--- config.mk ---
export PLATFORM = sky130hd
export DESIGN_NAME = sync_fifo_ram_flat
export DESIGN_NICKNAME = d
export VERILOG_FILES = /design/src/rtl/sync_fifo_ram_if.sv /design/src/rtl/sync_fifo_ram.sv /design/src/flat_wrapper.sv
export SDC_FILE = /design/constraint.sdc
export NUM_CORES = 1
export LEC_CHECK = 0
export ABC_AREA = 1
export CAP_MARGIN = 40
export CORE_UTILIZATION = 50
export DETAILED_ROUTE_END_ITERATION = 8
export HOLD_SLACK_MARGIN = 0.03
export PLACE_DENSITY_LB_ADDON = 0.08
export SYNTH_ARGS = -nofsm -noshare
export SYNTH_HDL_FRONTEND = slang
export SYNTH_SLANG_ARGS = --single-unit
--- constraint.sdc ---
create_clock -name clk -period 2.2 [get_ports clk]
set_input_delay 0.55 -clock clk [delete_from_list [all_inputs] [get_ports clk]]
set_output_delay 0.55 -clock clk [all_outputs]
set_load 0.03 [all_outputs]
--- src/rtl/sync_fifo_ram_if.sv ---
// Handshake bundle between a producer/consumer pair and sync_fifo_ram.
// Widths follow the FIFO's DATA_W and DEPTH parameters.
interface sync_fifo_ram_if #(
    parameter int unsigned DATA_W = 16,
    parameter int unsigned DEPTH  = 8
);
    localparam int unsigned CNT_W = $clog2(DEPTH + 1);

    logic              wr_en;
    logic [DATA_W-1:0] wr_data;
    logic              rd_en;
    logic [DATA_W-1:0] rd_data;
    logic              rd_valid;
    logic              full;
    logic              almost_full;
    logic              empty;
    logic [CNT_W-1:0]  count;
    logic              overflow;
    logic              underflow;

    modport master (
        output wr_en, wr_data, rd_en,
        input  rd_data, rd_valid, full, almost_full, empty, count, overflow, underflow
    );

    modport slave (
        input  wr_en, wr_data, rd_en,
        output rd_data, rd_valid, full, almost_full, empty, count, overflow, underflow
    );
endinterface

--- src/rtl/sync_fifo_ram.sv ---
// Single-clock FIFO on an inferred simple dual-port RAM with registered read port,
// occupancy counter, registered status flags and overflow/underflow pulses.
module sync_fifo_ram #(
    parameter int unsigned DATA_W    = 16,
    parameter int unsigned DEPTH     = 8,
    parameter int unsigned AFULL_LVL = 6
) (
    input  logic           clk,
    input  logic           rst,
    sync_fifo_ram_if.slave bus
);
    localparam int unsigned ADDR_W = $clog2(DEPTH);
    localparam int unsigned CNT_W  = $clog2(DEPTH + 1);

    logic [DATA_W-1:0] mem [DEPTH];
    logic [ADDR_W-1:0] wr_ptr;
    logic [ADDR_W-1:0] rd_ptr;
    logic              rd_acc_c;
    logic              wr_acc_c;
    logic [CNT_W-1:0]  cnt_nxt_c;

    // Accept decisions use the registered flags; a full FIFO still takes a write paired with a read.
    always_comb begin
        rd_acc_c  = bus.rd_en & ~bus.empty;
        wr_acc_c  = bus.wr_en & (~bus.full | bus.rd_en);
        cnt_nxt_c = bus.count;
        if (wr_acc_c && !rd_acc_c) begin
            cnt_nxt_c = bus.count + CNT_W'(1);
        end else if (rd_acc_c && !wr_acc_c) begin
            cnt_nxt_c = bus.count - CNT_W'(1);
        end
    end

    // Storage is not reset; reset only blocks the write.
    always_ff @(posedge clk) begin
        if (!rst && wr_acc_c) begin
            mem[wr_ptr] <= bus.wr_data;
        end
    end

    always_ff @(posedge clk) begin
        if (rst) begin
            wr_ptr          <= '0;
            rd_ptr          <= '0;
            bus.count       <= '0;
            bus.empty       <= 1'b1;
            bus.full        <= 1'b0;
            bus.almost_full <= 1'b0;
            bus.rd_data     <= '0;
            bus.rd_valid    <= 1'b0;
            bus.overflow    <= 1'b0;
            bus.underflow   <= 1'b0;
        end else begin
            if (wr_acc_c) begin
                wr_ptr <= wr_ptr + ADDR_W'(1);
            end
            // Old word wins on a same-address collision since mem updates non-blocking.
            if (rd_acc_c) begin
                bus.rd_data <= mem[rd_ptr];
                rd_ptr      <= rd_ptr + ADDR_W'(1);
            end
            bus.rd_valid    <= rd_acc_c;
            bus.count       <= cnt_nxt_c;
            bus.empty       <= (cnt_nxt_c == '0);
            bus.full        <= (cnt_nxt_c == CNT_W'(DEPTH));
            bus.almost_full <= (cnt_nxt_c >= CNT_W'(AFULL_LVL));
            bus.overflow    <= bus.wr_en & ~wr_acc_c;
            bus.underflow   <= bus.rd_en & ~rd_acc_c;
        end
    end
endmodule

--- src/flat_wrapper.sv ---
// flat-port wrapper written by rule: the top's interface ports become plain ports
module sync_fifo_ram_flat 
#(
    parameter int unsigned DATA_W    = 16,
    parameter int unsigned DEPTH     = 8,
    parameter int unsigned AFULL_LVL = 6
)
  (clk, rst, bus_wr_en, bus_wr_data, bus_rd_en, bus_rd_data, bus_rd_valid, bus_full, bus_almost_full, bus_empty, bus_count, bus_overflow, bus_underflow);
  sync_fifo_ram_if #(.DATA_W(DATA_W), .DEPTH(DEPTH)) bus_i ();
  input  logic clk;
  input  logic rst;
  input wire logic [$bits(bus_i.wr_en)-1:0] bus_wr_en;
  input wire logic [$bits(bus_i.wr_data)-1:0] bus_wr_data;
  input wire logic [$bits(bus_i.rd_en)-1:0] bus_rd_en;
  output wire logic [$bits(bus_i.rd_data)-1:0] bus_rd_data;
  output wire logic [$bits(bus_i.rd_valid)-1:0] bus_rd_valid;
  output wire logic [$bits(bus_i.full)-1:0] bus_full;
  output wire logic [$bits(bus_i.almost_full)-1:0] bus_almost_full;
  output wire logic [$bits(bus_i.empty)-1:0] bus_empty;
  output wire logic [$bits(bus_i.count)-1:0] bus_count;
  output wire logic [$bits(bus_i.overflow)-1:0] bus_overflow;
  output wire logic [$bits(bus_i.underflow)-1:0] bus_underflow;
  assign bus_i.wr_en = bus_wr_en;
  assign bus_i.wr_data = bus_wr_data;
  assign bus_i.rd_en = bus_rd_en;
  assign bus_rd_data = bus_i.rd_data;
  assign bus_rd_valid = bus_i.rd_valid;
  assign bus_full = bus_i.full;
  assign bus_almost_full = bus_i.almost_full;
  assign bus_empty = bus_i.empty;
  assign bus_count = bus_i.count;
  assign bus_overflow = bus_i.overflow;
  assign bus_underflow = bus_i.underflow;
  sync_fifo_ram #(.DATA_W(DATA_W), .DEPTH(DEPTH), .AFULL_LVL(AFULL_LVL)) u_core (.clk(clk), .rst(rst), .bus(bus_i));
endmodule
==> out/results.txt <==
Drc violations - 0
Yosys top cell by area - edfxtp_1
Reg2reg start - u_core.rd_ptr[0]
Avg Vias per Cell - 5.36
Number of fillers in the final layout - 1006
Max incr delay on CP - 700 ps
Die W - 115 um
Asr flop ratio synth - 0
Crit path kind - reg2out
Synth-to-Final Area Change - 20.9%
Initial antenna violation count - 0
Minimum setup slack after placement - -51.7 ps
Ys Warns - 0
Total Wirelength - 13300 um
Clock Latency Late Sink - 420 ps
Crit path capture type - output pin
CTS clk-pin slew, worst paths - 60 ps
Crit-path max FO - 6
Post-Place Cells - 747
Post-synth top cells - 128 x edfxtp_1, 116 x nor2_1, 67 x o21ai_0, 47 x nand2_1
Fin crit period - 2090 ps
Leakage power - 2.75 nW
Top FF cell, synth - edfxtp_1
Worst Setup SP - u_core.bus.count[0]
Htree depth - 4
CP max stage cell - clkdlybuf4s50_1
Hpwl dp - 8800 um
Final std cells w/o fill - 779
Worst path cell trace - clkdlybuf4s50_1
Final Util - 0.631
Floorplan row count - 40
WL per Instance - 17.1 um
Final hold vios - 0
CTS tree - built
Final Cell Area - 7740 um2
Inserted Clock Buffers - 17
Top cell type's share of synthesized area - 0.601
Seq cells post-synth - 160
Final worst slack - 109 ps
Worst Clk Skew - 8.38 ps
Clk root buf - clkbuf_16
Detail Route Antenna Nets - 0
Max-slew violation total from the final report - 0
Crit path max-delay family - buffers and inverters
Final setup fails - 0
Via count - 4176
Largest net degree at the start of global routing - 67
Power, Total - 7.19 mW
Hold Path Class - reg2reg
CTS max path bufs - 2
GR Util All Layers - 0.222
Die Area - 13300 um2
RSZ-0062 raised after global routing - false
Placer congestion estimate - 0.811
DP Area - 7140 um2
Yosys cell types - 32
Crit path DAT - 1540 ps
Worst path required time - 1650 ps
WP buf/inv - 1
Status - finished, final reports clean
Mapped Nets - 558
Seq/Total Area, Yosys - 0.701
First-pass DRT Iterations - 5
Number of flops mapped to enable cells by yosys - 128
Gr ovfl total - 0
DR iter-0 viols - 339
Port bufs - 45
Mapped cell area - 6400 um2
Worst slew pin tran - 570 ps
Vias in the first global route - 4000
Synth area leaders - edfxtp_1 60%, dfxtp_1 10%, nor2_1 6.8%
Worst R2R Path Depth - 5
Worst vdd ir - 666 uV
Count leader, synth - edfxtp_1
Antenna cells - 0
Avg Inst Size Synth - 12.0 um2
Die H - 115 um
Cell count after synthesis - 534
Num Clock Sinks - 160
Slew margin rel. - 0.620
First-pass GRT wire length - 21400 um
Fraction of layout cells with a size suffix above 1 - 0.119
Power per cell area - 929 nW/um2
Reg2reg setup slack - 480 ps
Nets@finish - 622
Fmax - 478 MHz
Initial core utilization - 0.522
Hold Path Depth - 2
Post-route clock period utilization - 0.950
Crit start category - flop
Core area - 12300 um2
Max-cap violation count - 0
Ports - 46
Min-delay src - u_core.wr_ptr[0]
Levels on crit path - 1
-- layer usage --
metal | wire length [um] | vias up | part of all wire | GRT usage
li1 | - | 2021 | - | -
met1 | 6470 | 2005 | 0.49 | 0.326
met2 | 5850 | 136 | 0.44 | 0.326
met3 | 794 | 14 | 0.060 | 0.0527
met4 | 173 | 0 | 0.013 | 0.0788
met5 | 0 | - | 0 | 0
-- stage by stage --
| step | hold slack [ps] | TNS, ps |
|---|---|---|
| 2_1_floorplan | 475 | 0 |
| 3_5_place_dp | 514 | -1670 |
| 6_report | 537 | 0 |
| 3_3_place_gp | 511 | -1130 |
| 5_1_grt | 574 | 0 |
| 4_1_cts | 535 | 0 |
-- cells in the final DEF (no fill, tap or decap), types with 6 or more instances in the layout --
| master | count |
|---|---|
| o211ai_1 | 32 |
| nor2_1 | 116 |
| o21ai_1 | 6 |
| inv_1 | 11 |
| clkbuf_16 | 17 |
| o21a_1 | 13 |
| o21ai_0 | 67 |
| clkdlybuf4s50_1 | 43 |
| edfxtp_1 | 128 |
| a21boi_1 | 13 |
| dfxtp_1 | 32 |
| buf_4 | 27 |
| nand2_1 | 47 |
| a21oi_1 | 7 |
| nand3_1 | 6 |
-- sequential cells by signal (all words and copies together) (netlist names) --
register                count
u_core.rd_ptr               3
u_core.bus.almost_full      1
u_core.bus.overflow         1
u_core.bus.rd_data         16
u_core.bus.full             1
u_core.wr_ptr               3
u_core.bus.rd_valid         1
u_core.mem                128
u_core.bus.count            4
u_core.bus.underflow        1
u_core.bus.empty            1
-- what timing repair did --
| action | CTS | global route |
|---|---|---|
| hold buffers | 0 | 0 |
| buffers inserted | 0 | 0 |
| resized for setup | 0 | 2 |
| endpoints found under the setup margin | 0 | 2 |
-- logic make-up after synthesis --
group | share of synthesized area
AOI/OAI and AO/OA | 0.132
and+or+nand+nor | 0.116
adders and majority gates | 0.00782
buffers and inverters | 0.0391
DFF | 0.701
xor gates and xnor gates | 0.00411
-- area by class of cell --
class / instances / area (um2) / area share
flip-flops and latches: 160 / 4480 / 0.579
clock buffers: 18 / 429 / 0.0555
inverters: 17 / 66.3 / 0.00857
clock inverters: 14 / 165 / 0.0213
repair buffers: 75 / 718 / 0.0928
multi-input cells: 327 / 1670 / 0.215
well taps: 168 / 210 / 0.0272
-- path summary, 6_finish.rpt --
path / to
max: bus_count[0]
min reg2reg: u_core.wr_ptr[0]
max reg2reg: u_core.bus.rd_data[8]
min: u_core.wr_ptr[0]
-- report_power, final --
part / switching, mW / internal [mW] / leakage [nW]
logic: 0.538 / 0.314 / 1.05
clock network: 1.15 / 1.78 / 0.281
registers: 0.0479 / 3.36 / 1.42
(Power assumes the default switching activity.)
==> patch (same settings) <==
`DATA_W` is set to 16 in 3 places; all go to 24.
--- a/src/rtl/sync_fifo_ram_if.sv
+++ b/src/rtl/sync_fifo_ram_if.sv
@@ -2,5 +2,5 @@
 // Widths follow the FIFO's DATA_W and DEPTH parameters.
 interface sync_fifo_ram_if #(
-    parameter int unsigned DATA_W = 16,
+    parameter int unsigned DATA_W = 24,
     parameter int unsigned DEPTH  = 8
 );
--- a/src/rtl/sync_fifo_ram.sv
+++ b/src/rtl/sync_fifo_ram.sv
@@ -2,5 +2,5 @@
 // occupancy counter, registered status flags and overflow/underflow pulses.
 module sync_fifo_ram #(
-    parameter int unsigned DATA_W    = 16,
+    parameter int unsigned DATA_W    = 24,
     parameter int unsigned DEPTH     = 8,
     parameter int unsigned AFULL_LVL = 6
--- a/src/flat_wrapper.sv
+++ b/src/flat_wrapper.sv
@@ -2,5 +2,5 @@
 module sync_fifo_ram_flat 
 #(
-    parameter int unsigned DATA_W    = 16,
+    parameter int unsigned DATA_W    = 24,
     parameter int unsigned DEPTH     = 8,
     parameter int unsigned AFULL_LVL = 6
Interface: changed (resized bus_rd_data and bus_wr_data); port bits go from 46 to 62. The function was not compared with the original's and may differ.
==> patch against the original RTL <==
Routed wire length up 48%. Fmax down 2.3%. Sequential power up 45%. Sequential cell count up 72. Total power up 36%. Via count up 40%. Clock power up 27%. Design area up 39%. Combinational power up 30%. Worst setup slack worse by 0.050 ns. Worst hold slack worse by 0.019 ns. Clock skew up 0.0054 ns. Area after synthesis up 41%.
==> patch: results (changes against the original RTL) <==
Tot GR Track Use 0.220 (was 0.222); outcome finished clean (unchanged); vias in the first global route 5627 (was 4000); via count 5841 (was 4176); fraction of layout cells with a size suffix above 1 0.0927 (was 0.119); top cells by area, synth edfxtp_1, dfxtp_1, nor2_1, o21ai_0, o211ai_1 (unchanged); Initial DRT Pass Iterations 4 (was 5); Top Registers u_core.mem (192), u_core.bus.rd_data (24), u_core.bus.count (4) (was u_core.mem (128), u_core.bus.rd_data (16), u_core.bus.count (4)); CTS H-Tree Depth 1 (was 4); PortBufs 61 (was 45); Final #Nets 845 (was 622); Commonest cells post-synth edfxtp_1, nor2_1, o21ai_0 (unchanged); placed cell area 10000 um^2 (was 7140 um^2); Worst IR Drop VDD 0.647 mV (was 0.666 mV); final wirelength 19700 um (was 13300 um); Worst-Skew Late Latency 0.51 ns (was 0.42 ns); crit path DAT 1.59 ns (was 1.54 ns); clock skew 0.0138 ns (was 0.00838 ns); flop-to-flop setup slack 0.51 ns (was 0.48 ns); EDFF count, synth 192 (was 128); routability congestion estimate from global placement 0.807 (was 0.811); Mapped Nets 773 (was 558); Yosys cell types 26 (was 32); crit path max fanout 3 (was 6); initial detailed-routing violation count 362 (was 339)
==> patch: layout make-up <==
type	instances	area, um^2
clock buffers	34	689
repair buffers	91	936
clock inverters	10	52.6
flip-flops and latches	232	6570
multi-input cells	447	2170
fillers	1345	6710
inverters	17	71.3
well taps	225	282
==> patch: repair_timing <==
item / CTS / global route
gates resized for setup: 2 / 1
cloned: 0 / 0
setup endpoints to repair: 2 / 1
==> patch: kinds of logic (layout without fill, tap and decap cells) <==
family / after synthesis / after routing / synth area share
simple gates: 237 / 237 / 0.101
flops: 232 / 232 / 0.727
compound gates: 203 / 203 / 0.129
buf+inv: 62 / 152 / 0.0355
fa+ha+maj: 4 / 4 / 0.00554
xor+xnor: 3 / 3 / 0.00291
==> patch: metal layers <==
layer	part of all wire	global-route usage	wire, um
met1	0.46	0.310	8970
met3	0.052	0.0336	1020
met5	0	0	0
met4	0.016	0.0593	324
met2	0.48	0.356	9350
==> patch: path summary, 6_finish.rpt <==
kind | start | depth (start not counted) | endpoint
min | u_core.wr_ptr[0] | 2 | u_core.wr_ptr[0]
min reg2reg | u_core.wr_ptr[0] | 2 | u_core.wr_ptr[0]
max reg2reg | u_core.rd_ptr[1] | 6 | u_core.bus.rd_data[14]
max | u_core.bus.empty | 1 | bus_empty
==> patch: stage by stage <==
stage	hold WS, ns	cells
global route	0.555	1056
global placement	0.489	1012
floorplan	0.476	741
finish	0.517	1056
CTS	0.521	1056
detailed placement	0.502	1012
==> patch: power breakdown <==
group / total (uW) / switching [uW] / leakage, uW / internal, uW
clock network: 3730 / 1550 / 0.000365 / 2180
logic: 1110 / 719 / 0.00127 / 390
registers: 4940 / 64.0 / 0.00206 / 4880
total: 9780 / 2330 / 0.00370 / 7450
